**src/rtl/cache_pkg.sv**
```systemverilog
// Shared widths and state encoding for the cache controller and cache array.
package cache_pkg;

    // Ceiling log2, used to derive field widths from sizes.
    function automatic int log2(input int value);
        int r;
        r = 0;
        while ((1 << r) < value) r++;
        return r;
    endfunction

    localparam int ADDR_W      = 28;
    localparam int DATA_W      = 32;
    localparam int BLOCK_W     = 256;
    localparam int CACHE_BYTES = 65536;
    localparam int WORDS       = BLOCK_W / DATA_W;
    localparam int OFFSET_W    = log2(WORDS);
    localparam int INDEX_W     = log2(CACHE_BYTES / (BLOCK_W / 8));
    localparam int TAG_W       = ADDR_W - INDEX_W - OFFSET_W;
    localparam int REPL_TAG_W  = 15;

    typedef enum logic [2:0] {
        IDLE,
        LOOKUP,
        WRITEBACK,
        FILL,
        UPDATE
    } state_e;

endpackage

```
**src/rtl/cache_controller_if.sv**
```systemverilog
// CPU, cache-array and DDR signal bundle; master is the controller side.
interface cache_controller_if
    import cache_pkg::*;
#(
    parameter int ADDR_WIDTH = ADDR_W,
    parameter int DATA_WIDTH = DATA_W,
    parameter int BLOCK_SIZE = BLOCK_W
);
    // CPU load/store port
    logic [ADDR_WIDTH-1:0]   cpu_addr;
    logic                    cpu_rd;
    logic                    cpu_wr;
    logic [DATA_WIDTH-1:0]   cpu_wdata;
    logic [DATA_WIDTH-1:0]   cpu_rdata;
    logic                    cpu_ready;
    logic                    cpu_busy;
    // Cache array port
    logic [ADDR_WIDTH-1:0]   cache_addr;
    logic [BLOCK_SIZE-1:0]   cache_data_write;
    logic                    cache_dirty_write;
    logic                    cache_write_en;
    logic [BLOCK_SIZE-1:0]   cache_data_read;
    logic                    cache_dirty_read;
    logic                    cache_hit;
    logic [REPL_TAG_W-1:0]   cache_replace_tag;
    // DDR block port
    logic [ADDR_WIDTH-1:0]   mem_addr;
    logic                    mem_rd_req;
    logic                    mem_wr_req;
    logic [BLOCK_SIZE-1:0]   mem_wdata;
    logic [BLOCK_SIZE-1:0]   mem_rdata;
    logic                    mem_ack;

    modport master (
        input  cpu_addr, cpu_rd, cpu_wr, cpu_wdata,
        output cpu_rdata, cpu_ready, cpu_busy,
        output cache_addr, cache_data_write, cache_dirty_write, cache_write_en,
        input  cache_data_read, cache_dirty_read, cache_hit, cache_replace_tag,
        output mem_addr, mem_rd_req, mem_wr_req, mem_wdata,
        input  mem_rdata, mem_ack
    );

    modport slave (
        output cpu_addr, cpu_rd, cpu_wr, cpu_wdata,
        input  cpu_rdata, cpu_ready, cpu_busy,
        input  cache_addr, cache_data_write, cache_dirty_write, cache_write_en,
        output cache_data_read, cache_dirty_read, cache_hit, cache_replace_tag,
        input  mem_addr, mem_rd_req, mem_wr_req, mem_wdata,
        output mem_rdata, mem_ack
    );

endinterface

```
**src/rtl/cache_controller.sv**
```systemverilog
// Write-back, write-allocate sequencer for a direct-mapped cache array.
// One request in flight: lookup, optional eviction, optional refill, array update.
module cache_controller
    import cache_pkg::*;
#(
    parameter int ADDR_WIDTH = ADDR_W,
    parameter int DATA_WIDTH = DATA_W,
    parameter int BLOCK_SIZE = BLOCK_W,
    parameter int CACHE_SIZE = CACHE_BYTES
) (
    input  logic                clk,
    input  logic                rst_n,
    cache_controller_if.master  bus
);
    localparam int NWORDS = BLOCK_SIZE / DATA_WIDTH;
    localparam int OFF_W  = log2(NWORDS);
    localparam int IDX_W  = log2(CACHE_SIZE / (BLOCK_SIZE / 8));
    localparam int TG_W   = ADDR_WIDTH - IDX_W - OFF_W;

    state_e                  state_q, state_d;
    logic [ADDR_WIDTH-1:0]   addr_q, addr_d;
    logic [DATA_WIDTH-1:0]   wdata_q, wdata_d;
    logic                    wr_q, wr_d;
    logic [BLOCK_SIZE-1:0]   line_q, line_d;
    logic [BLOCK_SIZE-1:0]   evict_q, evict_d;
    logic [ADDR_WIDTH-1:0]   evict_addr_q, evict_addr_d;
    logic [DATA_WIDTH-1:0]   rdata_q;

    logic [OFF_W-1:0]        offset;
    logic [IDX_W-1:0]        index;
    logic [BLOCK_SIZE-1:0]   merged;
    logic [DATA_WIDTH-1:0]   hit_word, upd_word, rd_word;
    logic                    ready, write_en, rd_req, wr_req;
    logic [ADDR_WIDTH-1:0]   mem_addr_c;
    logic                    unused_repl_msb;

    assign offset   = addr_q[OFF_W-1:0];
    assign index    = addr_q[OFF_W +: IDX_W];
    assign hit_word = bus.cache_data_read[int'(offset)*DATA_WIDTH +: DATA_WIDTH];
    assign upd_word = merged[int'(offset)*DATA_WIDTH +: DATA_WIDTH];
    // The array reports a wider tag field than this geometry needs.
    assign unused_repl_msb = bus.cache_replace_tag[REPL_TAG_W-1];

    // Block written back to the array: line buffer with the store word merged in.
    always_comb begin
        merged = line_q;
        if (wr_q) merged[int'(offset)*DATA_WIDTH +: DATA_WIDTH] = wdata_q;
    end

    // Next-state and per-state output decode.
    always_comb begin
        state_d      = state_q;
        addr_d       = addr_q;
        wdata_d      = wdata_q;
        wr_d         = wr_q;
        line_d       = line_q;
        evict_d      = evict_q;
        evict_addr_d = evict_addr_q;
        ready        = 1'b0;
        write_en     = 1'b0;
        rd_req       = 1'b0;
        wr_req       = 1'b0;
        mem_addr_c   = '0;
        rd_word      = '0;
        unique case (state_q)
            IDLE: begin
                if (bus.cpu_wr || bus.cpu_rd) begin
                    addr_d  = bus.cpu_addr;
                    wdata_d = bus.cpu_wdata;
                    wr_d    = bus.cpu_wr;
                    state_d = LOOKUP;
                end
            end
            LOOKUP: begin
                if (bus.cache_hit) begin
                    if (wr_q) begin
                        line_d  = bus.cache_data_read;
                        state_d = UPDATE;
                    end else begin
                        ready   = 1'b1;
                        rd_word = hit_word;
                        state_d = IDLE;
                    end
                end else if (bus.cache_dirty_read) begin
                    evict_d      = bus.cache_data_read;
                    evict_addr_d = {bus.cache_replace_tag[TG_W-1:0], index, {OFF_W{1'b0}}};
                    state_d      = WRITEBACK;
                end else begin
                    state_d = FILL;
                end
            end
            WRITEBACK: begin
                wr_req     = 1'b1;
                mem_addr_c = evict_addr_q;
                if (bus.mem_ack) state_d = FILL;
            end
            FILL: begin
                rd_req     = 1'b1;
                mem_addr_c = {addr_q[ADDR_WIDTH-1:OFF_W], {OFF_W{1'b0}}};
                if (bus.mem_ack) begin
                    line_d  = bus.mem_rdata;
                    state_d = UPDATE;
                end
            end
            UPDATE: begin
                write_en = 1'b1;
                ready    = 1'b1;
                rd_word  = upd_word;
                state_d  = IDLE;
            end
            default: state_d = IDLE;
        endcase
    end

    // State, latched request, buffers and held load data.
    always_ff @(posedge clk) begin
        if (!rst_n) begin
            state_q      <= IDLE;
            addr_q       <= '0;
            wdata_q      <= '0;
            wr_q         <= 1'b0;
            line_q       <= '0;
            evict_q      <= '0;
            evict_addr_q <= '0;
            rdata_q      <= '0;
        end else begin
            state_q      <= state_d;
            addr_q       <= addr_d;
            wdata_q      <= wdata_d;
            wr_q         <= wr_d;
            line_q       <= line_d;
            evict_q      <= evict_d;
            evict_addr_q <= evict_addr_d;
            if (ready) rdata_q <= rd_word;
        end
    end

    assign bus.cpu_ready         = ready;
    assign bus.cpu_rdata         = ready ? rd_word : rdata_q;
    assign bus.cpu_busy          = (state_q != IDLE);
    assign bus.cache_addr        = addr_q;
    assign bus.cache_data_write  = merged;
    assign bus.cache_dirty_write = wr_q;
    assign bus.cache_write_en    = write_en;
    assign bus.mem_addr          = mem_addr_c;
    assign bus.mem_rd_req        = rd_req;
    assign bus.mem_wr_req        = wr_req;
    assign bus.mem_wdata         = evict_q;

endmodule

```
**src/flat_wrapper.sv**
```systemverilog
// flat-port wrapper written by rule: the top's interface ports become plain ports
module cache_controller_flat import cache_pkg::*;
#(
    parameter int ADDR_WIDTH = ADDR_W,
    parameter int DATA_WIDTH = DATA_W,
    parameter int BLOCK_SIZE = BLOCK_W,
    parameter int CACHE_SIZE = CACHE_BYTES
)
  (clk, rst_n, bus_cpu_addr, bus_cpu_rd, bus_cpu_wr, bus_cpu_wdata, bus_cpu_rdata, bus_cpu_ready, bus_cpu_busy, bus_cache_addr, bus_cache_data_write, bus_cache_dirty_write, bus_cache_write_en, bus_cache_data_read, bus_cache_dirty_read, bus_cache_hit, bus_cache_replace_tag, bus_mem_addr, bus_mem_rd_req, bus_mem_wr_req, bus_mem_wdata, bus_mem_rdata, bus_mem_ack);
  cache_controller_if #(.ADDR_WIDTH(ADDR_WIDTH), .DATA_WIDTH(DATA_WIDTH), .BLOCK_SIZE(BLOCK_SIZE)) bus_i ();
  input  logic clk;
  input  logic rst_n;
  input wire logic [$bits(bus_i.cpu_addr)-1:0] bus_cpu_addr;
  input wire logic [$bits(bus_i.cpu_rd)-1:0] bus_cpu_rd;
  input wire logic [$bits(bus_i.cpu_wr)-1:0] bus_cpu_wr;
  input wire logic [$bits(bus_i.cpu_wdata)-1:0] bus_cpu_wdata;
  output wire logic [$bits(bus_i.cpu_rdata)-1:0] bus_cpu_rdata;
  output wire logic [$bits(bus_i.cpu_ready)-1:0] bus_cpu_ready;
  output wire logic [$bits(bus_i.cpu_busy)-1:0] bus_cpu_busy;
  output wire logic [$bits(bus_i.cache_addr)-1:0] bus_cache_addr;
  output wire logic [$bits(bus_i.cache_data_write)-1:0] bus_cache_data_write;
  output wire logic [$bits(bus_i.cache_dirty_write)-1:0] bus_cache_dirty_write;
  output wire logic [$bits(bus_i.cache_write_en)-1:0] bus_cache_write_en;
  input wire logic [$bits(bus_i.cache_data_read)-1:0] bus_cache_data_read;
  input wire logic [$bits(bus_i.cache_dirty_read)-1:0] bus_cache_dirty_read;
  input wire logic [$bits(bus_i.cache_hit)-1:0] bus_cache_hit;
  input wire logic [$bits(bus_i.cache_replace_tag)-1:0] bus_cache_replace_tag;
  output wire logic [$bits(bus_i.mem_addr)-1:0] bus_mem_addr;
  output wire logic [$bits(bus_i.mem_rd_req)-1:0] bus_mem_rd_req;
  output wire logic [$bits(bus_i.mem_wr_req)-1:0] bus_mem_wr_req;
  output wire logic [$bits(bus_i.mem_wdata)-1:0] bus_mem_wdata;
  input wire logic [$bits(bus_i.mem_rdata)-1:0] bus_mem_rdata;
  input wire logic [$bits(bus_i.mem_ack)-1:0] bus_mem_ack;
  assign bus_i.cpu_addr = bus_cpu_addr;
  assign bus_i.cpu_rd = bus_cpu_rd;
  assign bus_i.cpu_wr = bus_cpu_wr;
  assign bus_i.cpu_wdata = bus_cpu_wdata;
  assign bus_cpu_rdata = bus_i.cpu_rdata;
  assign bus_cpu_ready = bus_i.cpu_ready;
  assign bus_cpu_busy = bus_i.cpu_busy;
  assign bus_cache_addr = bus_i.cache_addr;
  assign bus_cache_data_write = bus_i.cache_data_write;
  assign bus_cache_dirty_write = bus_i.cache_dirty_write;
  assign bus_cache_write_en = bus_i.cache_write_en;
  assign bus_i.cache_data_read = bus_cache_data_read;
  assign bus_i.cache_dirty_read = bus_cache_dirty_read;
  assign bus_i.cache_hit = bus_cache_hit;
  assign bus_i.cache_replace_tag = bus_cache_replace_tag;
  assign bus_mem_addr = bus_i.mem_addr;
  assign bus_mem_rd_req = bus_i.mem_rd_req;
  assign bus_mem_wr_req = bus_i.mem_wr_req;
  assign bus_mem_wdata = bus_i.mem_wdata;
  assign bus_i.mem_rdata = bus_mem_rdata;
  assign bus_i.mem_ack = bus_mem_ack;
  cache_controller #(.ADDR_WIDTH(ADDR_WIDTH), .DATA_WIDTH(DATA_WIDTH), .BLOCK_SIZE(BLOCK_SIZE), .CACHE_SIZE(CACHE_SIZE)) u_core (.clk(clk), .rst_n(rst_n), .bus(bus_i));
endmodule
```
**config.mk**
```make
export PLATFORM = sky130hd
export DESIGN_NAME = cache_controller_flat
export DESIGN_NICKNAME = d
export VERILOG_FILES = /design/src/rtl/cache_pkg.sv /design/src/rtl/cache_controller_if.sv /design/src/rtl/cache_controller.sv /design/src/flat_wrapper.sv
export SDC_FILE = /design/constraint.sdc
export NUM_CORES = 2
export LEC_CHECK = 0
export ABC_AREA = 1
export CORE_AREA = 2 2 465 467
export CTS_CLUSTER_DIAMETER = 30
export DETAILED_ROUTE_END_ITERATION = 6
export DIE_AREA = 0 0 467 469
export GPL_TIMING_DRIVEN = 0
export PLACE_DENSITY = 0.34
export REMOVE_ABC_BUFFERS = 1
export SLEW_MARGIN = 20
export SYNTH_ARGS = -nofsm -noshare
export SYNTH_HDL_FRONTEND = slang
export SYNTH_SLANG_ARGS = --single-unit
export TNS_END_PERCENT = 30
```
**constraint.sdc**
```tcl
create_clock -name clk -period 4.2 [get_ports clk]
set_clock_uncertainty 0.15 [all_clocks]
set_input_delay 1.05 -clock clk [delete_from_list [all_inputs] [get_ports clk]]
set_output_delay 1.05 -clock clk [all_outputs]
set_load 0.03 [all_outputs]
```
==> tab_implementation.tex <==
\begin{tabular}{lr}
\hline
Metric & Value \\
\hline
\multicolumn{2}{l}{\textbf{Status}} \\
Run status & finished, violations left \\
Violated checks & negative setup slack \\
\multicolumn{2}{l}{\textbf{STA}} \\
Max Freq & 197.5 MHz \\
Final worst slack & -0.8623 ns \\
Count of final max-slew check failures & 0 \\
Final critical path time including I/O delays and setup & 5.062 ns \\
Slew Limit Headroom & 0.4494 \\
Setup repair after global routing missed its margin & true \\
Actual slew at the worst max-slew pin & 0.8172 ns \\
Final hold violations & 0 \\
Crit share post-route & 1.205 \\
Setup TNS Final & -130.44 ns \\
Final setup viols & 320 \\
\multicolumn{2}{l}{\textbf{CTS}} \\
Root buf cell & clkbuf\_16 \\
Clock Latency Late Sink & 0.92 ns \\
Hold-fix buffers at CTS & 0 \\
TritonCTS buffer count & 287 \\
CTS H-tree lvls & 5 \\
Post-CTS clock slew at the launch and capture registers of the worst setup and hold paths & $\sim$0.040 ns \\
Clock sinks & about 630 \\
CTS max path bufs & 4 \\
CTS tree & done \\
\multicolumn{2}{l}{\textbf{Routing}} \\
Number of vias per cell after detailed routing & roughly 4.8 \\
DRC violation count after routing & 0 \\
Post-DR wirelength/cell & 32.00 um \\
Iteration-0 DRC count of the detailed router & 4,094 \\
1st-pass router iterations & 6 \\
Remaining antenna violation count after routing & 0 \\
Detailed-route wire length & 312,900 um \\
Overall via count from detail\_route & 46,967 \\
\multicolumn{2}{l}{\textbf{Global route}} \\
Global route overflow & 0 \\
Global Route Usage Sum & 0.2691 \\
Via count of the first global-routing pass & between 40,000 and 50,000 \\
First-pass GRT wire length & 405,500 um \\
Largest net degree at the start of global routing & around 130 \\
Antenna violations before repair & 70 \\
\multicolumn{2}{l}{\textbf{Power and ir drop}} \\
Power density cells & 558.0 nW/um\^{}2 \\
Static leakage & 0.02756 uW \\
Largest vdd supply drop & 0.4387 mV \\
Post-route total power & 37,340 uW \\
\multicolumn{2}{l}{\textbf{Synthesis}} \\
Sequential area share after synthesis & 0.3824 \\
Synthesized instance count & 5,219 \\
Post-synthesis area per instance & 6.349 um\^{}2 \\
Synthesized cell area & about 33,000 um\^{}2 \\
\#FFs+latches synth & 633 \\
Asr flop ratio synth & 0 \\
Count of flip-flops with a built-in enable after synthesis & 0 \\
Predominant post-synthesis flop cell & dfxtp\_1 \\
Count of cell types in the netlist & 28 \\
Warnings, synthesis & 0 \\
\multicolumn{2}{l}{\textbf{Worst setup path}} \\
Crit path max-delay family & buffers and inverters \\
Critical path buffers and inverters & 24 \\
CP startpoint kind & flip-flop \\
Worst R2R Path Depth & 34 \\
Worst path required time & 4.84 ns \\
CP Data Arrival Time & 5.70 ns \\
Most repeated library cell on the critical path & buf\_4 \\
Capturing instance or port of the critical path & u\_core.rdata\_q[10] \\
Worst-path maximum fanout & 17 \\
Worst setup EP type & flip-flop \\
Crit Reg-Reg Endpoint & u\_core.rdata\_q[10] \\
Worst R2R Start & u\_core.bus.cache\_addr[0] \\
Slowest-stage cell, CP & dfxtp\_4 \\
Critical Path Stages & 34 \\
Critical path launch point & u\_core.bus.cache\_addr[0] \\
WS Path Type & reg -> reg \\
Stage delay of the slowest cell on the critical path & 0.37 ns \\
FF-to-FF setup slack & -0.86 ns \\
\multicolumn{2}{l}{\textbf{Finish}} \\
Number of standard cells in the final layout excluding fillers & 9,777 \\
Most frequent cells in the layout & nand2\_1 (938), clkdlybuf4s50\_1 (904), nor2\_1 (832), o21ai\_0 (750), dfxtp\_1 (629) \\
Layout-stage area growth over the synthesis result & 102.0\% \\
Final non-filler cell area & around 67,000 um\^{}2 \\
Net count reported at finish & about 7,300 \\
Most common library cell in the layout ignoring fill and taps & nand2\_1 \\
Share of final-layout standard cells stronger than drive strength 1 & 0.2480 \\
\multicolumn{2}{l}{\textbf{Place}} \\
IO buf count & 1,195 \\
Cell count after placement & 8,891 \\
HPWL reported at the end of detailed placement & 197,100 um \\
Final weighted congestion in routability-driven placement & 0.8039 \\
DP Area & 49,540 um\^{}2 \\
Placement Setup Slack & -2.911 ns \\
\multicolumn{2}{l}{\textbf{Flow run}} \\
Number of max-cap violations & 0 \\
\multicolumn{2}{l}{\textbf{Floorplanning}} \\
Cell Rows & 170 \\
Area enclosed by the die boundary & roughly 220,000 um\^{}2 \\
Core Region & 213,800 um\^{}2 \\
Starting Density & 0.1550 \\
Horizontal die dimension & approximately 470 um \\
Vertical extent of the die & 469 um \\
Top-level port count & 1,200 \\
\multicolumn{2}{l}{\textbf{Hold path}} \\
Path category of the worst min-delay check & reg -> reg \\
Worst hold path stage count & 2 \\
\hline
\end{tabular}
-- per-stage QoR --
| step | util | hold WS [ns] |
|---|---|---|
| 2_1_floorplan | - | 0.3054 |
| 3_3_place_gp | 0.2185 | 0.3005 |
| 3_5_place_dp | 0.2318 | 0.3101 |
| 4_1_cts | 0.2998 | 0.3160 |
| 5_1_grt | 0.3128 | 0.3364 |
| 6_report | 0.3131 | 0.3124 |
-- final cells by class --
type	count	area [um^2]
Inverter	83	549.3
Fill cell	22952	146800
Timing Repair Buffer	1654	19600
Sequential cell	633	12690
Antenna cell	40	100.1
Timing Repair inverter	10	116.4
Multi-Input combinational cell	4040	21490
Clock inverter	40	435.4
Clock buffer	439	8388
Tap cell	2838	3551
-- timing repair --
item / in CTS / in global routing
pin swaps: 122 / 148
resized for setup: 1794 / 815
buffers inserted: 235 / 99
endpoints found under the hold margin: 0 / 0
cloned: 52 / 10
setup endpoints to repair: 461 / 321
-- registers in the layout (all words and copies together), names as in the netlist --
| name | cells |
|---|---|
| u_core.bus.cache_addr | 28 |
| u_core.bus.cache_dirty_write | 1 |
| u_core.bus.mem_wdata | 256 |
| u_core.evict_addr_q | 25 |
| u_core.line_q | 256 |
| u_core.rdata_q | 32 |
| u_core.state_q | 3 |
| u_core.wdata_q | 32 |
-- synthesized netlist by cell type, types with 27 or more instances --
cell type / instances / area (um^2)
inv_1: 63 / 236.5
buf_2: 117 / 585.6
o21ai_0: 751 / 3759
a21oi_1: 75 / 375.4
nand3_1: 743 / 3719
buf_1: 33 / 123.9
o22ai_1: 27 / 168.9
o221ai_1: 37 / 324.1
o211ai_1: 27 / 202.7
nand2_1: 1233 / 4628
dfxtp_1: 633 / 12670
nor2_1: 868 / 3258
clkbuf_1: 304 / 1141
a31oi_1: 256 / 1602
-- tightest hold or removal path: stages (launching register included) --
cell and delay, ns:
dfxtp_1 0.30, inv_1 0.06, a21oi_1 0.05
-- how the worst min path moves through the flow --
stage	startpoint	to	slack, ns
CTS	u_core.bus.cache_addr[19]	u_core.bus.cache_addr[19]	0.32
floorplan	u_core.evict_addr_q[14]	u_core.evict_addr_q[14]	0.31
global placement	u_core.bus.cache_addr[15]	u_core.bus.cache_addr[15]	0.30
detailed placement	u_core.bus.cache_addr[19]	u_core.bus.cache_addr[19]	0.31
finish	u_core.bus.cache_addr[19]	u_core.bus.cache_addr[19]	0.31
global route	u_core.bus.cache_addr[25]	u_core.bus.cache_addr[25]	0.34
-- power breakdown --
group	internal (uW)	switching (uW)	leakage [uW]
clock	13700	5440	0.00433
sequential	6600	370	0.00516
combinational	4130	7110	0.0181
-- cell families (layout without fill, tap and decap cells) --
family / count (synthesis) / count (layout) / share of synthesized area
other: 1 / 43 / 0.0001132
AO/OA/AOI/OAI: 1178 / 1178 / 0.1952
buffers and inverters: 549 / 2226 / 0.06797
flip-flops: 633 / 633 / 0.3824
adder cells (fa/ha/maj): 6 / 6 / 0.002265
AND/OR/NAND/NOR: 2852 / 2853 / 0.3520
-- layer usage --
| metal | vias to the layer above | part of all wire | track usage |
|---|---|---|---|
| met4 | 38 | 0.049 | 0.1244 |
| met5 | - | 0.00073 | 0 |
| met2 | 2560 | 0.45 | 0.4348 |
| met1 | 22879 | 0.40 | 0.3219 |
| met3 | 644 | 0.098 | 0.08814 |
| li1 | 20846 | - | - |
(Power assumes the default switching activity.)
